==> src/rtl/hazard_unit_mc.sv <==
// Hazard unit for the 5-stage MIPS pipeline with a multiply/divide scoreboard.
// Provides E-stage and D-stage forwarding selects, load-use / branch / MDU
// stalls, jump flush, and a saturating count of stalled cycles.
module hazard_unit_mc #(
  parameter int REG_W   = 5,
  parameter int SEL_W   = 2,
  parameter int MDU_LAT = 4,
  parameter int CNT_W   = 16
) (
  input  logic             clk,
  input  logic             rst_n,
  input  logic             branch_d,
  input  logic             jmp_d,
  input  logic [REG_W-1:0] rs_d,
  input  logic [REG_W-1:0] rt_d,
  input  logic [REG_W-1:0] rs_e,
  input  logic [REG_W-1:0] rt_e,
  input  logic [REG_W-1:0] write_reg_e,
  input  logic [REG_W-1:0] write_reg_m,
  input  logic [REG_W-1:0] write_reg_w,
  input  logic             reg_write_e,
  input  logic             reg_write_m,
  input  logic             reg_write_w,
  input  logic             mem2reg_e,
  input  logic             mem2reg_m,
  input  logic             mdu_start_e,
  input  logic             mdu_op_d,
  output logic [SEL_W-1:0] forward_a_e,
  output logic [SEL_W-1:0] forward_b_e,
  output logic             forward_a_d,
  output logic             forward_b_d,
  output logic             stall_f,
  output logic             stall_d,
  output logic             flush_e,
  output logic             mdu_busy,
  output logic             mdu_wb,
  output logic [REG_W-1:0] mdu_dst,
  output logic [CNT_W-1:0] stall_cnt
);

  localparam int MC_W = $clog2(MDU_LAT + 1);

  localparam logic [SEL_W-1:0] FWD_RF = SEL_W'(0);
  localparam logic [SEL_W-1:0] FWD_W  = SEL_W'(1);
  localparam logic [SEL_W-1:0] FWD_M  = SEL_W'(2);

  logic [MC_W-1:0]  mdu_cnt_q,   mdu_cnt_d;
  logic [REG_W-1:0] mdu_dst_q,   mdu_dst_d;
  logic [CNT_W-1:0] stall_cnt_q, stall_cnt_d;

  logic lw_stall, br_stall, mdu_stall;
  logic e_hits_d, m_hits_d, mdu_hits_d;

  // E-stage source select: M result wins over W, register 0 never forwards.
  function automatic logic [SEL_W-1:0] fwd_sel(input logic [REG_W-1:0] src,
                                               input logic [REG_W-1:0] wr_m,
                                               input logic             rw_m,
                                               input logic [REG_W-1:0] wr_w,
                                               input logic             rw_w);
    if (src != '0 && src == wr_m && rw_m)      return FWD_M;
    else if (src != '0 && src == wr_w && rw_w) return FWD_W;
    else                                       return FWD_RF;
  endfunction

  // Forwarding selects for the E-stage ALU and the D-stage branch comparator.
  always_comb begin
    forward_a_e = fwd_sel(rs_e, write_reg_m, reg_write_m, write_reg_w, reg_write_w);
    forward_b_e = fwd_sel(rt_e, write_reg_m, reg_write_m, write_reg_w, reg_write_w);
    forward_a_d = (rs_d != '0) && (rs_d == write_reg_m) && reg_write_m;
    forward_b_d = (rt_d != '0) && (rt_d == write_reg_m) && reg_write_m;
  end

  // Stall / flush decode from the current pipeline and scoreboard state.
  always_comb begin
    e_hits_d   = (write_reg_e != '0) && (write_reg_e == rs_d || write_reg_e == rt_d);
    m_hits_d   = (write_reg_m != '0) && (write_reg_m == rs_d || write_reg_m == rt_d);
    mdu_hits_d = (mdu_dst_q   != '0) && (mdu_dst_q   == rs_d || mdu_dst_q   == rt_d);

    lw_stall  = mem2reg_e && e_hits_d;
    br_stall  = branch_d && ((reg_write_e && e_hits_d) || (mem2reg_m && m_hits_d));
    // The register file is write-first, so a dependent instruction is held
    // only while the result is still pending; it proceeds the cycle after mdu_wb.
    mdu_stall = mdu_busy && (mdu_op_d || mdu_hits_d);

    stall_d = lw_stall || br_stall || mdu_stall;
    stall_f = stall_d;
    flush_e = stall_d || jmp_d;
  end

  assign mdu_busy  = (mdu_cnt_q != '0);
  assign mdu_wb    = (mdu_cnt_q == MC_W'(1));
  assign mdu_dst   = mdu_dst_q;
  assign stall_cnt = stall_cnt_q;

  // Next-state for the MDU scoreboard and the saturating stall counter.
  always_comb begin
    // NOTE: every always_comb output gets a default first so no path leaves
    // it unassigned, which would otherwise infer a latch.
    mdu_cnt_d   = mdu_cnt_q;
    mdu_dst_d   = mdu_dst_q;
    stall_cnt_d = stall_cnt_q;

    // A start while busy (including the mdu_wb cycle) is ignored; a flush
    // in E does not cancel an op that has already been accepted.
    if (!mdu_busy) begin
      if (mdu_start_e) begin
        mdu_cnt_d = MC_W'(MDU_LAT);
        mdu_dst_d = write_reg_e;
      end
    end else begin
      mdu_cnt_d = mdu_cnt_q - MC_W'(1);
    end

    if (stall_d && stall_cnt_q != '1) stall_cnt_d = stall_cnt_q + CNT_W'(1);
  end

  // State registers; reset clears the scoreboard mid-op so no mdu_wb follows.
  always_ff @(posedge clk or negedge rst_n) begin
    if (!rst_n) begin
      mdu_cnt_q   <= '0;
      mdu_dst_q   <= '0;
      stall_cnt_q <= '0;
    end else begin
      // NOTE: sequential state uses non-blocking assignments so every
      // register samples pre-edge values regardless of statement order.
      mdu_cnt_q   <= mdu_cnt_d;
      mdu_dst_q   <= mdu_dst_d;
      stall_cnt_q <= stall_cnt_d;
    end
  end

endmodule

==> config.mk <==
export PLATFORM = sky130hd
export DESIGN_NAME = hazard_unit_mc
export DESIGN_NICKNAME = d
export VERILOG_FILES = /design/src/rtl/hazard_unit_mc.sv
export SDC_FILE = /design/constraint.sdc
export NUM_CORES = 1
export LEC_CHECK = 0
export CAP_MARGIN = 30
export CORE_ASPECT_RATIO = 1.1
export CORE_MARGIN = 1
export CORE_UTILIZATION = 43
export CTS_CLUSTER_DIAMETER = 30
export DETAILED_ROUTE_END_ITERATION = 6
export PLACE_DENSITY = 0.8
export SYNTH_ARGS = -nofsm -noshare
export SYNTH_HDL_FRONTEND = slang
export SYNTH_SLANG_ARGS = --single-unit
export TNS_END_PERCENT = 10
==> constraint.sdc <==
create_clock -name clk -period 2.5 [get_ports clk]
set_input_delay 0.5 -clock clk [delete_from_list [all_inputs] [get_ports clk]]
set_output_delay 0.5 -clock clk [all_outputs]
set_load 0.02 [all_outputs]
== Yosys cells after proc, flatten, opt, wreduce, memory -nomap -nowiden ==
Cells that the tools add are included.

* Bits in registers: 24
* Input bits: 46
* Output and inout port bits: 32
* Logic and storage cells: 65

* Add/subtract/negate cells: 2
* Eq/ne operators: 14
* Mux-type cells: 6
* Bitwise gates (word level): 1
* Reduce and logical (&&, ||, !) cells: 39

{| class="wikitable"
|+ Operators with widths
! operator !! number
|-
| equality test 5 bit || 12
|-
| nonzero test 5 bit || 7
|-
| logical AND 1 bit || 21
|-
| adder 16 x 1 -> 16 bit, second input constant || 1
|-
| inequality test 16 bit, second input constant || 1
|-
| logical OR 1 bit || 8
|-
| 2-to-1 mux 3 bit || 2
|-
| 2-to-1 mux 2 bit || 2
|-
| equality test 3 x 1 -> 1 bit, second input constant || 1
|-
| nonzero test 3 bit || 1
|-
| subtractor 3 x 1 -> 3 bit, second input constant || 1
|-
| 2-to-1 mux 1 bit || 2
|-
| AND reduction 2 bit || 1
|-
| nonzero test 2 bit || 1
|-
| NOT 1 bit || 1
|}

== Longest topological paths before layout ==
* Word-level depth: 9
* Depth in mapped cells: 9
* Depth with buffers taken out: 8

== Worst setup path after synthesis ==
Ideal clock, no wire load.

* Kind: input-to-output
* Start point: input port rs_e[1]
* End point: output port forward_a_e[0]
* Data arrival time: 2.007 ns
* Data required time: 2.000 ns
* Setup slack: -0.007 ns
* Stages on the path: 4
* Buffers on the path: 0
* Path through: or4_1 nor2_1 nor4_1 nor4_1

* Word-level cells in the longest chain between the ends: 5

{| class="wikitable"
|+ RTL lines
! what !! RTL line !! text
|-
| start, declared || 16 || <nowiki>input logic [REG_W-1:0] rs_e,</nowiki>
|-
| equality test 5 bit / nonzero test 5 bit (equally long branches) || 61, 60 ||
|-
| logical AND 1 bit (2 in series) || 61 || <nowiki>else if (src != '0 && src == wr_w && rw_w) return FWD_W;</nowiki>
|-
| 2-to-1 mux 1 bit || 61 ||
|-
| 2-to-1 mux 2 bit (*) || 60 || <nowiki>if (src != '0 && src == wr_m && rw_m) return FWD_M;</nowiki>
|-
| end, declared || 28 || <nowiki>output logic [SEL_W-1:0] forward_a_e,</nowiki>
|}

Mark *: on every way between the ends. The rest lies on a longest branch, timed or not.

== Final worst setup path ==
* Start point: input port write_reg_e[4]
* End point: output port flush_e

* Word-level cells in the longest chain between the ends: 9

{| class="wikitable"
|+ RTL lines
! what !! RTL line !! text
|-
| start, declared || 18 || <nowiki>input logic [REG_W-1:0] write_reg_e,</nowiki>
|-
| equality test 5 bit || 75 || <nowiki>e_hits_d = (write_reg_e != '0) && (write_reg_e == rs_d || write_reg_e == rt_d);</nowiki>
|-
| logical OR 1 bit || 75 ||
|-
| logical AND 1 bit (*) || 75 ||
|-
| logical AND 1 bit || 80 || <nowiki>br_stall = branch_d && ((reg_write_e && e_hits_d) || (mem2reg_m && m_hits_d));</nowiki>
|-
| logical OR 1 bit || 80 ||
|-
| logical AND 1 bit || 80 ||
|-
| logical OR 1 bit (*) (2 in series) || 85 || <nowiki>stall_d = lw_stall || br_stall || mdu_stall;</nowiki>
|-
| logical OR 1 bit (*) || 87 || <nowiki>flush_e = stall_d || jmp_d;</nowiki>
|-
| end, declared || 34 || <nowiki>output logic flush_e,</nowiki>
|}

Marked as above.

==> flow_summary.ini <==
[clocking]
clk_pin_slew_worst_paths_ps = 80
cts_tree = done
htreeDepth = 1
cts_root_buf = clkbuf_8
clk_latency_ps = 270
cts_sinks = 24
numCtsBuffers = 3
clk_path_buf_depth = 2

[global_route]
grt_overflow_total = 0
antenna_found_initial = 0
grt_max_degree = 25
grt_pass1_wl_um = 8870
track_usage_pct = 24.8
grt_pass1_vias = 1903

[timing]
grt_setup_unrepaired = yes
post-route-min-period_ps = 2470
tns_ps = 0
period_share_pct = 98.8
hold_viol = 0
fin_skew_ps = 6.37
worst_slew_pin_slew_ps = 463
setup_ws_ps = 30.1
drv_slew = 0
fmax_ghz = 0.405
finalSetupViolCount = 0
slew_headroom_pct = 69.0

[yosys]
synthTopCellsByArea = dfrtp_1 (32%), xnor2_1 (23%), xor2_1 (7.0%)
synth_cells = 192
synth_seq_area_share_pct = 31.8
synth_top_area_share_pct = 31.8
synth_nets = 240
ys_ff_latch = 24
synth_flop_cell = dfrtp_1
async_flop_share_pct = 100
synthesis.area_sq_mm = 0.00189
synth-edff-count = 0
synth_top_area_cell = dfrtp_1
synth_cell_types = 41
avgSynthCellArea_sq_um = 9.84
yosys_warnings = 0

[flow_run]
maxCapViolCount = 0

[hold_path]
hold_start = stall_cnt[4]
hold_class = reg2reg

[critical_path]
rr_worst_depth = 8
r2r-start = stall_cnt[0]
path_max_fanout = 4
rrSetupSlack_ps = 390
r2r-end = stall_cnt[13]
end_kind = output pin
startpoint = write_reg_e[4]
critPathCapture = flush_e
required_ps = 2000
cp-start-kind = primary input
critical_path_class = in2out
cp.arrival_ps = 1970

[route]
vias_per_cell = 5.17
first_pass_iters = 4
remaining_drc_errors = 0
wl_per_cell_um = 15.7
drtIter0Drc = 35
drtAntennaViolNets = 0
wirelength_um = 5630
vias = 1850

[floorplan]
die_h_um = 71.5
core.rowCount = 24
pin_count = 78
coreArea_sq_mm = 0.00408
die_x_um = 65.2
fp.dieArea_sq_mm = 0.00466
initial_core_util_pct = 46.3

[cells_and_area]
drive_gt1_share_pct = 28.4
fin_nets = 355
final_cell_mix = xnor2_1 (48), buf_4 (44), clkdlybuf4s50_1 (40)
final_common_cell = xnor2_1
diodes = 0
syn_to_final_growth_pct = 64.5

[outcome]
run_status = complete, no violations

[placed_design]
place_ws_ps = -703
hpwl_um = 4420
gp_congestion = 0.913
port_buffers = 77

[power_and_ir_drop]
p_leak_nw = 1.30
power_density_mw_per_mm2 = 708
ir_drop_mv = 0.716
-- final cells by class --
class                   instances  area [sq um]
multi-input cells             158          1330
repair buffers                117          1030
fillers                       327           976
flip-flops and latches         24           601
well taps                      52          65.1
clock buffers                   3          41.3
clock inverters                 1          30.0
inverters                       3          11.3
-- per-stage QoR --
stage | util [%] | cells | hold WS [ps] | total power, mW | cell area [sq um]
after detailed placement | 72.6 | 352 | 499 | 1.86 | 2960
after global routing | 76.1 | 358 | 531 | 2.32 | 3110
after CTS | 75.3 | 358 | 515 | 2.21 | 3080
after global placement | 72.6 | 352 | 489 | 1.83 | 2960
after floorplan | - | 192 | 204 | 1.31 | 1900
final | 76.1 | 358 | 512 | 2.20 | 3110
-- metal layers --
metal	GRT usage (%)	wire [um]
met1	28.4	2310
met2	44.7	2860
met3	3.82	312
met4	11.4	140
met5	0	0
-- repair_timing --
item / in CTS / in global routing
gates cloned: 0 / 0
resized for setup: 82 / 7
endpoints found under the setup margin: 10 / 6
setup buffers: 2 / 0
hold buffers: 0 / 0
pin swaps: 18 / 8
hold endpoints to repair: 0 / 0
-- Yosys cell counts (2+ instances only) --
cell type / number
o311a_1: 2
ha_1: 2
or4_1: 3
nor3_1: 6
nand3_2: 5
inv_1: 2
or3_1: 2
mux2_2: 5
nand2_1: 9
nand4_1: 11
nor4_1: 4
xnor2_1: 49
xor2_1: 15
o21ai_0: 2
nand3_1: 8
dfrtp_1: 24
buf_2: 5
nand2_2: 2
nor2_1: 9
and3_1: 6
-- critical path, stage by stage --
cell	delay [ps]
dlygate4sd2_1	300
or4_4	470
o21ai_4	170
o221ai_4	150
or2_1	250
buf_6	130
-- report_power, final --
part	switching (mW)	internal [mW]	leakage [nW]
logic	0.587	0.642	0.958
clock network	0.124	0.214	0.0357
registers	0.125	0.508	0.307
total	0.836	1.36	1.30
-- cells by family (layout without fill, tap and decap cells) --
group | after synthesis | count (layout) | share of synthesized area (%)
AOI/OAI and AO/OA | 12 | 12 | 6.03
xor gates and xnor gates | 65 | 65 | 30.5
adders and majority gates | 2 | 2 | 1.32
buffers and inverters | 10 | 124 | 3.38
DFF | 24 | 24 | 31.8
muxes | 6 | 6 | 3.77
and+or+nand+nor | 73 | 73 | 23.2
-- state kept, by name, summed over array words and instances (netlist names) --
register	cells
stall_cnt	16
mdu_dst	5
mdu_cnt_q	3
-- worst min path at each step --
stage / endpoint / slack, ps / cells past startpoint
after global routing: stall_cnt[2] / 530 / 1
after detailed placement: stall_cnt[4] / 500 / 1
after floorplan: mdu_cnt_q[0] / 200 / 0
final: stall_cnt[4] / 510 / 1
after CTS: stall_cnt[4] / 510 / 1
after global placement: stall_cnt[4] / 490 / 1
Power figures use the tool's default switching activity.
